## src/rtl/riscv_pkg.sv

```systemverilog
// Shared RISC-V integer-unit definitions: default widths, register counts,
// register address type and write-port indices.
package riscv_pkg;

  localparam int unsigned XLEN_DEFAULT = 32;
  localparam int unsigned NREGS_RV32I  = 32;
  localparam int unsigned NREGS_RV32E  = 16;

  typedef logic [$clog2(NREGS_RV32I)-1:0] reg_addr_t;

  localparam int unsigned WP_ALU  = 0;
  localparam int unsigned WP_LOAD = 1;

endpackage

```

## src/rtl/riscv_regfile_fwd.sv

```systemverilog
// Per-read-port write bypass mux and operand-ready override.
// Only present when RISCV_REGFILE_BYPASS_EN is defined.
`ifdef RISCV_REGFILE_BYPASS_EN
module riscv_regfile_fwd
  import riscv_pkg::*;
#(
  parameter int unsigned XLEN = XLEN_DEFAULT,
  parameter int unsigned AW   = 5
) (
  input  logic [AW-1:0]     rd_addr,
  input  logic [XLEN-1:0]   arr_data,
  input  logic              arr_ready,
  input  logic [1:0]        wr_we,
  input  logic [2*AW-1:0]   wr_addr,
  input  logic [2*XLEN-1:0] wr_data,
  input  logic [1:0]        wr_clr,
  output logic [XLEN-1:0]   rd_data,
  output logic              rd_ready
);

  logic hit_alu;
  logic hit_load;

  assign hit_alu  = wr_we[WP_ALU]  && (wr_addr[WP_ALU*AW +: AW]  == rd_addr) && (rd_addr != '0);
  assign hit_load = wr_we[WP_LOAD] && (wr_addr[WP_LOAD*AW +: AW] == rd_addr) && (rd_addr != '0);

  always_comb begin
    rd_data  = arr_data;
    rd_ready = arr_ready;
    // Load port overrides ALU port, matching the array's collision rule
    if (hit_load) begin
      rd_data = wr_data[WP_LOAD*XLEN +: XLEN];
    end else if (hit_alu) begin
      rd_data = wr_data[WP_ALU*XLEN +: XLEN];
    end
    if ((hit_load && wr_clr[WP_LOAD]) || (hit_alu && wr_clr[WP_ALU])) begin
      rd_ready = 1'b1;
    end
  end

endmodule
`endif

```

## src/rtl/riscv_regfile_sb.sv

```systemverilog
// Integer register file with pending-write scoreboard, issue stall and debug port.
// Optional same-cycle write bypass: RISCV_REGFILE_BYPASS_EN.
module riscv_regfile_sb
  import riscv_pkg::*;
#(
  parameter  int unsigned XLEN  = XLEN_DEFAULT,
  parameter  int unsigned NREGS = NREGS_RV32I,
  parameter  int unsigned NRP   = 2,
  localparam int unsigned AW    = $clog2(NREGS)
) (
  input  logic                clk,
  input  logic                rst,
  input  logic [NRP*AW-1:0]   rd_addr,
  output logic [NRP*XLEN-1:0] rd_data,
  output logic [NRP-1:0]      rd_ready,
  input  logic [1:0]          wr_we,
  input  logic [2*AW-1:0]     wr_addr,
  input  logic [2*XLEN-1:0]   wr_data,
  input  logic [1:0]          wr_clr,
  input  logic                iss_valid,
  input  logic                iss_rd_we,
  input  logic [AW-1:0]       iss_rd,
  output logic                iss_stall,
  input  logic                flush,
  output logic [NREGS-1:0]    busy_vec,
  input  logic [AW-1:0]       dbg_addr,
  output logic [XLEN-1:0]     dbg_data
);

  logic [XLEN-1:0]  regs_q [NREGS];
  logic [XLEN-1:0]  regs_d [NREGS];
  logic [NREGS-1:0] busy_q;
  logic [NREGS-1:0] busy_d;

  logic [AW-1:0]   wr_addr_alu;
  logic [AW-1:0]   wr_addr_load;
  logic [XLEN-1:0] wr_data_alu;
  logic [XLEN-1:0] wr_data_load;
  logic            iss_set;

  assign wr_addr_alu  = wr_addr[WP_ALU*AW +: AW];
  assign wr_addr_load = wr_addr[WP_LOAD*AW +: AW];
  assign wr_data_alu  = wr_data[WP_ALU*XLEN +: XLEN];
  assign wr_data_load = wr_data[WP_LOAD*XLEN +: XLEN];

  assign iss_set = iss_valid && iss_rd_we && !iss_stall && (iss_rd != '0);

  always_comb begin
    regs_d = regs_q;
    for (int unsigned r = 1; r < NREGS; r++) begin
      if (wr_we[WP_LOAD] && (wr_addr_load == AW'(r))) begin
        regs_d[r] = wr_data_load;
      end else if (wr_we[WP_ALU] && (wr_addr_alu == AW'(r))) begin
        regs_d[r] = wr_data_alu;
      end
    end
  end

  // Issue set outranks a same-cycle retire: the newer producer owns the register
  always_comb begin
    busy_d = busy_q;
    for (int unsigned r = 1; r < NREGS; r++) begin
      if (flush) begin
        busy_d[r] = 1'b0;
      end else if (iss_set && (iss_rd == AW'(r))) begin
        busy_d[r] = 1'b1;
      end else if ((wr_we[WP_ALU]  && wr_clr[WP_ALU]  && (wr_addr_alu  == AW'(r))) ||
                   (wr_we[WP_LOAD] && wr_clr[WP_LOAD] && (wr_addr_load == AW'(r)))) begin
        busy_d[r] = 1'b0;
      end
    end
    busy_d[0] = 1'b0;
  end

  always_ff @(posedge clk or posedge rst) begin
    if (rst) begin
      for (int unsigned r = 0; r < NREGS; r++) begin
        regs_q[r] <= '0;
      end
      busy_q <= '0;
    end else begin
      regs_q <= regs_d;
      busy_q <= busy_d;
    end
  end

  // Entry 0 is never written and busy bit 0 never set, so x0 needs no read guard
  generate
    for (genvar i = 0; i < NRP; i++) begin : g_rd
      logic [AW-1:0]   raddr;
      logic [XLEN-1:0] arr_data;
      logic            arr_ready;

      assign raddr     = rd_addr[i*AW +: AW];
      assign arr_data  = regs_q[raddr];
      assign arr_ready = ~busy_q[raddr];

`ifdef RISCV_REGFILE_BYPASS_EN
      riscv_regfile_fwd #(
        .XLEN (XLEN),
        .AW   (AW)
      ) u_fwd (
        .rd_addr   (raddr),
        .arr_data  (arr_data),
        .arr_ready (arr_ready),
        .wr_we     (wr_we),
        .wr_addr   (wr_addr),
        .wr_data   (wr_data),
        .wr_clr    (wr_clr),
        .rd_data   (rd_data[i*XLEN +: XLEN]),
        .rd_ready  (rd_ready[i])
      );
`else
      assign rd_data[i*XLEN +: XLEN] = arr_data;
      assign rd_ready[i]             = arr_ready;
`endif
    end
  endgenerate

  assign iss_stall = iss_valid && !(&rd_ready);
  assign busy_vec  = busy_q;
  assign dbg_data  = regs_q[dbg_addr];

endmodule

```

## config.mk

```make
export PLATFORM = sky130hd
export DESIGN_NAME = riscv_regfile_sb
export DESIGN_NICKNAME = d
export VERILOG_FILES = /design/src/rtl/riscv_pkg.sv /design/src/rtl/riscv_regfile_fwd.sv /design/src/rtl/riscv_regfile_sb.sv
export SDC_FILE = /design/constraint.sdc
export NUM_CORES = 2
export LEC_CHECK = 0
export CAP_MARGIN = 20
export CORE_MARGIN = 2
export CORE_UTILIZATION = 63
export CTS_CLUSTER_DIAMETER = 120
export CTS_CLUSTER_SIZE = 10
export DETAILED_ROUTE_END_ITERATION = 10
export HOLD_SLACK_MARGIN = 0.06
export PLACE_DENSITY_LB_ADDON = 0.3
export SLEW_MARGIN = 20
export SYNTH_ARGS = -nofsm -noshare
export SYNTH_HDL_FRONTEND = slang
export SYNTH_SLANG_ARGS = --single-unit
```

## constraint.sdc

```tcl
create_clock -name clk -period 40 [get_ports clk]
set_input_delay 4 -clock clk [delete_from_list [all_inputs] [get_ports clk]]
set_output_delay 4 -clock clk [all_outputs]
set_load 0.05 [all_outputs]
```

# Word-level counts from Yosys, hierarchy flattened
# Cells that the tools add are included.
word_totals:
  ff_bits: 1023
  inputBits: 103
  out_inout_bits: 131
  elab_cells: 591
classes:
  n_lt_le_gt_ge: 5
  eq_ne: 93
  n_mux: 168
  n_bitwise: 5
  reduce_logical: 258
op_table:
  columns: ["operator", "n"]
  rows:
  - ["32-bit 2-to-1 mux", 68]
  - ["32-bit binary-select mux with 5-bit select", 3]
  - ["5-bit equality test (second input constant)", 48]
  - ["1-bit logical AND", 161]
  - ["5-bit by 4-bit equality test with 1-bit output (second input constant)", 24]
  - ["1-bit 2-to-1 mux", 95]
  - ["3-bit nonzero test", 31]
  - ["2-bit nonzero test", 31]
  - ["5-bit by 3-bit equality test with 1-bit output (second input constant)", 12]
  - ["1-bit logical OR", 31]
  - ["5-bit by 2-bit equality test with 1-bit output (second input constant)", 6]
  - ["6-bit greater-or-equal comparator (second input constant)", 3]
  - ["5-bit inverter with 6-bit output", 3]
  - ["5-bit by 1-bit equality test with 1-bit output (second input constant)", 3]
  - ["5-bit by 6-bit < comparator with 1-bit output (second input constant)", 2]
  - ["1-bit binary-select mux with 5-bit select", 2]
  - ["5-bit nonzero test", 1]
  - ["1-bit zero test", 2]
  - ["1-bit inverter", 2]
  - ["2-bit AND reduction", 1]

# Longest topological paths before layout
depth:
  ltp_word: 12
  ltp_mapped: 10
  depth_no_buf: 6

# Worst setup path before layout
# No wires, ideal clock.
synth_timing:
  path_kind: "input -> output"
  startpoint: "input dbg_addr[0]"
  endpoint: "output dbg_data[0]"
  arrival_ns: 6.335
  required_time_ns: 36.000
  setup_slack_ns: 29.665
  path_stages: 6
  n_path_buf: 3
  path_cell_list: "buf_2 clkbuf_1 buf_1 mux4_2 mux4_2 mux2_2"
synth_via:
  elab_chain_cells: 4
synth_lines:
  columns: ["item", "line", "rtl"]
  rows:
  - ["start, declared", "riscv_regfile_sb.sv:26", "input logic [AW-1:0] dbg_addr,"]
  - ["5-bit inverter with 6-bit output (not written as such)", "riscv_regfile_sb.sv:122", "assign dbg_data = regs_q[dbg_addr];"]
  - ["32-bit binary-select mux with 5-bit select", "riscv_regfile_sb.sv:122", null]
  - ["32-bit 2-to-1 mux (not written as such) (2 in a row)", "riscv_regfile_sb.sv:122", null]
  - ["end, declared", "riscv_regfile_sb.sv:27", "output logic [XLEN-1:0] dbg_data"]
# No other way between the ends. The select of a mux whose other input is x is not followed.

# Worst setup path after layout
layout_timing:
  startpoint: "input rd_addr[0]"
  endpoint: "output rd_data[20]"
layout_via:
  elab_chain_cells: 4
layout_lines:
  columns: ["item", "line", "rtl"]
  rows:
  - ["start, declared", "riscv_regfile_sb.sv:13", "input logic [NRP*AW-1:0] rd_addr,"]
  - ["5-bit inverter with 6-bit output (not written as such)", "riscv_regfile_sb.sv:95", "assign arr_data = regs_q[raddr];"]
  - ["32-bit binary-select mux with 5-bit select", "riscv_regfile_sb.sv:95", null]
  - ["32-bit 2-to-1 mux (not written as such) (2 in a row)", "riscv_regfile_sb.sv:95", null]
  - ["end, declared", "riscv_regfile_sb.sv:14", "output logic [NRP*XLEN-1:0] rd_data,"]
# No other way between the ends. The select of a mux whose other input is x is not followed.

==> impl_metrics.csv <==
group,metric,value,unit
outcome,status,"finished, final reports clean",
floorplanning,dieArea,116600,sq um
yosys,synth_nets,6502,
clocking,cts_tree,"built",
yosys,synth-seq-area-share,35.69,%
routing,vias_per_cell,7.772,
sta,setup-violations-final,0,
clocking,root_buffer,"clkbuf_16",
sta,tightest_slew,1.265,ns
layout,final_cell_mix,"mux2i_1, dfrtp_1, mux4_2, nand2_1, o21ai_0",
clocking,worstSkewPairLatency,0.72,ns
global_route,grt_max_degree,132,
clocking,cts_inserted_buffers,112,
setup_path,critical_path_class,"input pin to output pin",
routing,finalWirelength,257.2,mm
yosys,syn_avg_cell_area,11.21,sq um
sta,final_max_slew_viol_count,0,
sta,fin_skew,0.003768,ns
routing,ant_nets,0,
clocking,clkSlewWorstSetupHoldPaths,0.06,ns
routing,wl_per_cell,33.81,microns
floorplanning,placementRows,123,
setup_path,worstPathArrival,9.13,ns
clocking,cts_resized,0,
floorplanning,ioPinCount,234,
floorplanning,die_h,341.4,microns
pwr,leakage,32.98,nW
worst_hold_path,worstHoldStart,"busy_vec[28]$_DFFE_PP0P_",
job,max-cap-violations,0,
global_route,grt_pass1_wl,380.8,mm
setup_path,r2r-end,"busy_vec[2]$_DFFE_PP0P_",
sta,hold_viol,0,
sta,setup_tns,0,ns
yosys,yosys_warnings,0,
sta,rsz0062_at_grt,"false",
sta,max_freq,76.18,MHz
placed_design,globalplace.congestion,0.9178,
layout,drive_gt1_share,21.93,%
yosys,ys_types,45,
layout,fillers,8032,
sta,slew_headroom,15.51,%
yosys,ys_seq_elements,1023,
yosys,syn-cell-area,71730,sq um
sta,fin_crit_sh,32.82,%
global_route,grt_overflow_total,0,
worst_hold_path,min_path_type,"flop to flop",
routing,vias,59120,
routing,drtIter0Drc,9580,
yosys,netlist_instances,6399,
floorplanning,die_w,341.4,microns
setup_path,critPathRequiredTime,36.00,ns
clocking,cts_htree_levels,3,
pwr,power,3.740,mW
setup_path,r2r_slack,37.45,ns
global_route,grt_use_total,44.20,%
placed_design,dp_hpwl,141.2,mm
yosys,synth-main-ff-cell,"dfrtp_1",
yosys,muxShareOfSynthArea,43.40,%
clocking,clockBufferDepth,3,
floorplanning,core_area,112700,sq um
worst_hold_path,holdPathEnd,"busy_vec[28]$_DFFE_PP0P_",
worst_hold_path,hold_depth,2,
routing,first_pass_iters,6,
clocking,post_cts_buffers,0,
global_route,grt_pass1_vias,58370,
floorplanning,initial_core_util,63.68,%
placed_design,portBuffers,232,
sta,period_minus_slack,13.13,ns
layout,area_growth,7.452,%
clocking,cts_sinks,1023,
pwr,p_per_area,48.53,nW/um^2
yosys,synth_xor_area_share,0,%
layout,final_common_cell,"mux2i_1",
clocking,cts-hold-fix-buffers,0,
setup_path,reg2reg_depth,7,
layout,nNetsFinal,6197,
yosys,synth_top_family_by_area,"multiplexers",
setup_path,r2r_start,"busy_vec[15]$_DFFE_PP0P_",
yosys,synth-adder-area-share,0,%
setup_path,critPathLaunchType,"input pin",
yosys,async_reset_ff_share,100.0,%
setup_path,critPathMaxFanout,62,
routing,drc,0,
yosys,synth-simple-area-share,7.903,%
global_route,antenna_found_initial,13,
setup_path,cp-end-kind,"output pin",
yosys,synth_compound_area_share,8.822,%
pwr,ir_drop,36.69,uV
yosys,synth-edff-count,0,
-- sequential cells by signal, indices dropped and copies added, names as in the netlist --
| register | count |
|---|---|
| busy_vec | 31 |
| regs_q | 992 |
-- metal layers --
layer | global-route usage [%] | wire (microns)
met1 | 56.17 | 84520
met4 | 30.48 | 20520
met2 | 64.64 | 113600
met3 | 14.66 | 38440
met5 | 0 | 69
-- power by group --
| part | switching, mW | leakage (nW) | internal, mW |
|---|---|---|---|
| clock | 0.427 | 1.43 | 0.497 |
| sequential | 0.285 | 12.6 | 1.30 |
| combinational | 0.566 | 18.9 | 0.665 |
-- Yosys cell counts (3+ instances only) --
library cell	number	share of area [%]
o41ai_2	8	0.18
nor2b_1	16	0.14
mux4_2	869	27
o31ai_1	17	0.18
buf_1	142	0.74
and2_1	4	0.035
buf_4	3	0.031
o21ai_1	26	0.18
o21ai_0	651	4.5
nor3_1	19	0.13
a22oi_1	25	0.26
clkbuf_1	530	2.8
buf_2	82	0.57
mux2i_1	1039	14
and3_1	7	0.061
nand3b_1	16	0.17
nand3_1	26	0.18
or3_1	4	0.035
nand4_1	5	0.044
nand4b_1	4	0.049
nor2_1	591	3.1
a32oi_1	4	0.049
dfrtp_1	1023	36
nand2_1	728	3.8
mux2_2	103	1.6
a21oi_1	353	2.5
a22o_1	64	0.78
inv_1	3	0.016
o2111ai_1	3	0.037
clkinv_1	3	0.016
nand2b_1	11	0.096
-- worst max path at each step --
| stage | start | endpoint | depth (start not counted) |
|---|---|---|---|
| after floorplan | rst | busy_vec[10]$_DFFE_PP0P_ | 1 |
| after global placement | rd_addr[0] | rd_data[17] | 9 |
| after detailed placement | rd_addr[0] | rd_data[20] | 9 |
| after CTS | rd_addr[0] | rd_data[20] | 9 |
| after global routing | rd_addr[0] | rd_data[17] | 9 |
| final | rd_addr[0] | rd_data[20] | 9 |
-- worst max-delay path, stage by stage --
cell             delay (ns)
buf_8                  0.49
buf_4                  0.80
buf_4                  0.77
buf_4                  0.70
mux4_2                 0.58
mux4_2                 0.49
nor2_1                 0.24
nor2_1                 0.14
clkdlybuf4s50_1        0.73
-- metrics by stage --
stage	utilization, %	cell area, sq um	instances	hold WS (ns)	worst slack, ns
after floorplan	-	71730	6399	0.5499	7.212
after global placement	65.89	74230	7472	0.5573	26.96
after detailed placement	65.96	74310	7479	0.5677	26.90
after CTS	68.54	77220	7597	0.5854	26.92
after global routing	68.42	77070	7604	0.6291	26.66
final	68.42	77080	7606	0.5746	26.87
-- final cells by class --
cell class / count / area [sq um] / area share, %
antenna: 8 / 20.02 / 0.02597
clock buffer: 115 / 2856 / 3.706
sequential: 1023 / 25600 / 33.21
inverter: 6 / 30.03 / 0.03896
multi-input combinational: 4611 / 43620 / 56.59
timing repair buffer: 340 / 3032 / 3.933
clock inverter: 3 / 47.55 / 0.06169
tap: 1500 / 1877 / 2.435
-- logic make-up after synthesis --
group / Yosys count
compound gates: 1163
buf+inv: 765
flops: 1023
mux: 2011
other cells: 1
simple gates: 1436
No activity file was read; power rests on OpenSTA's default activity.
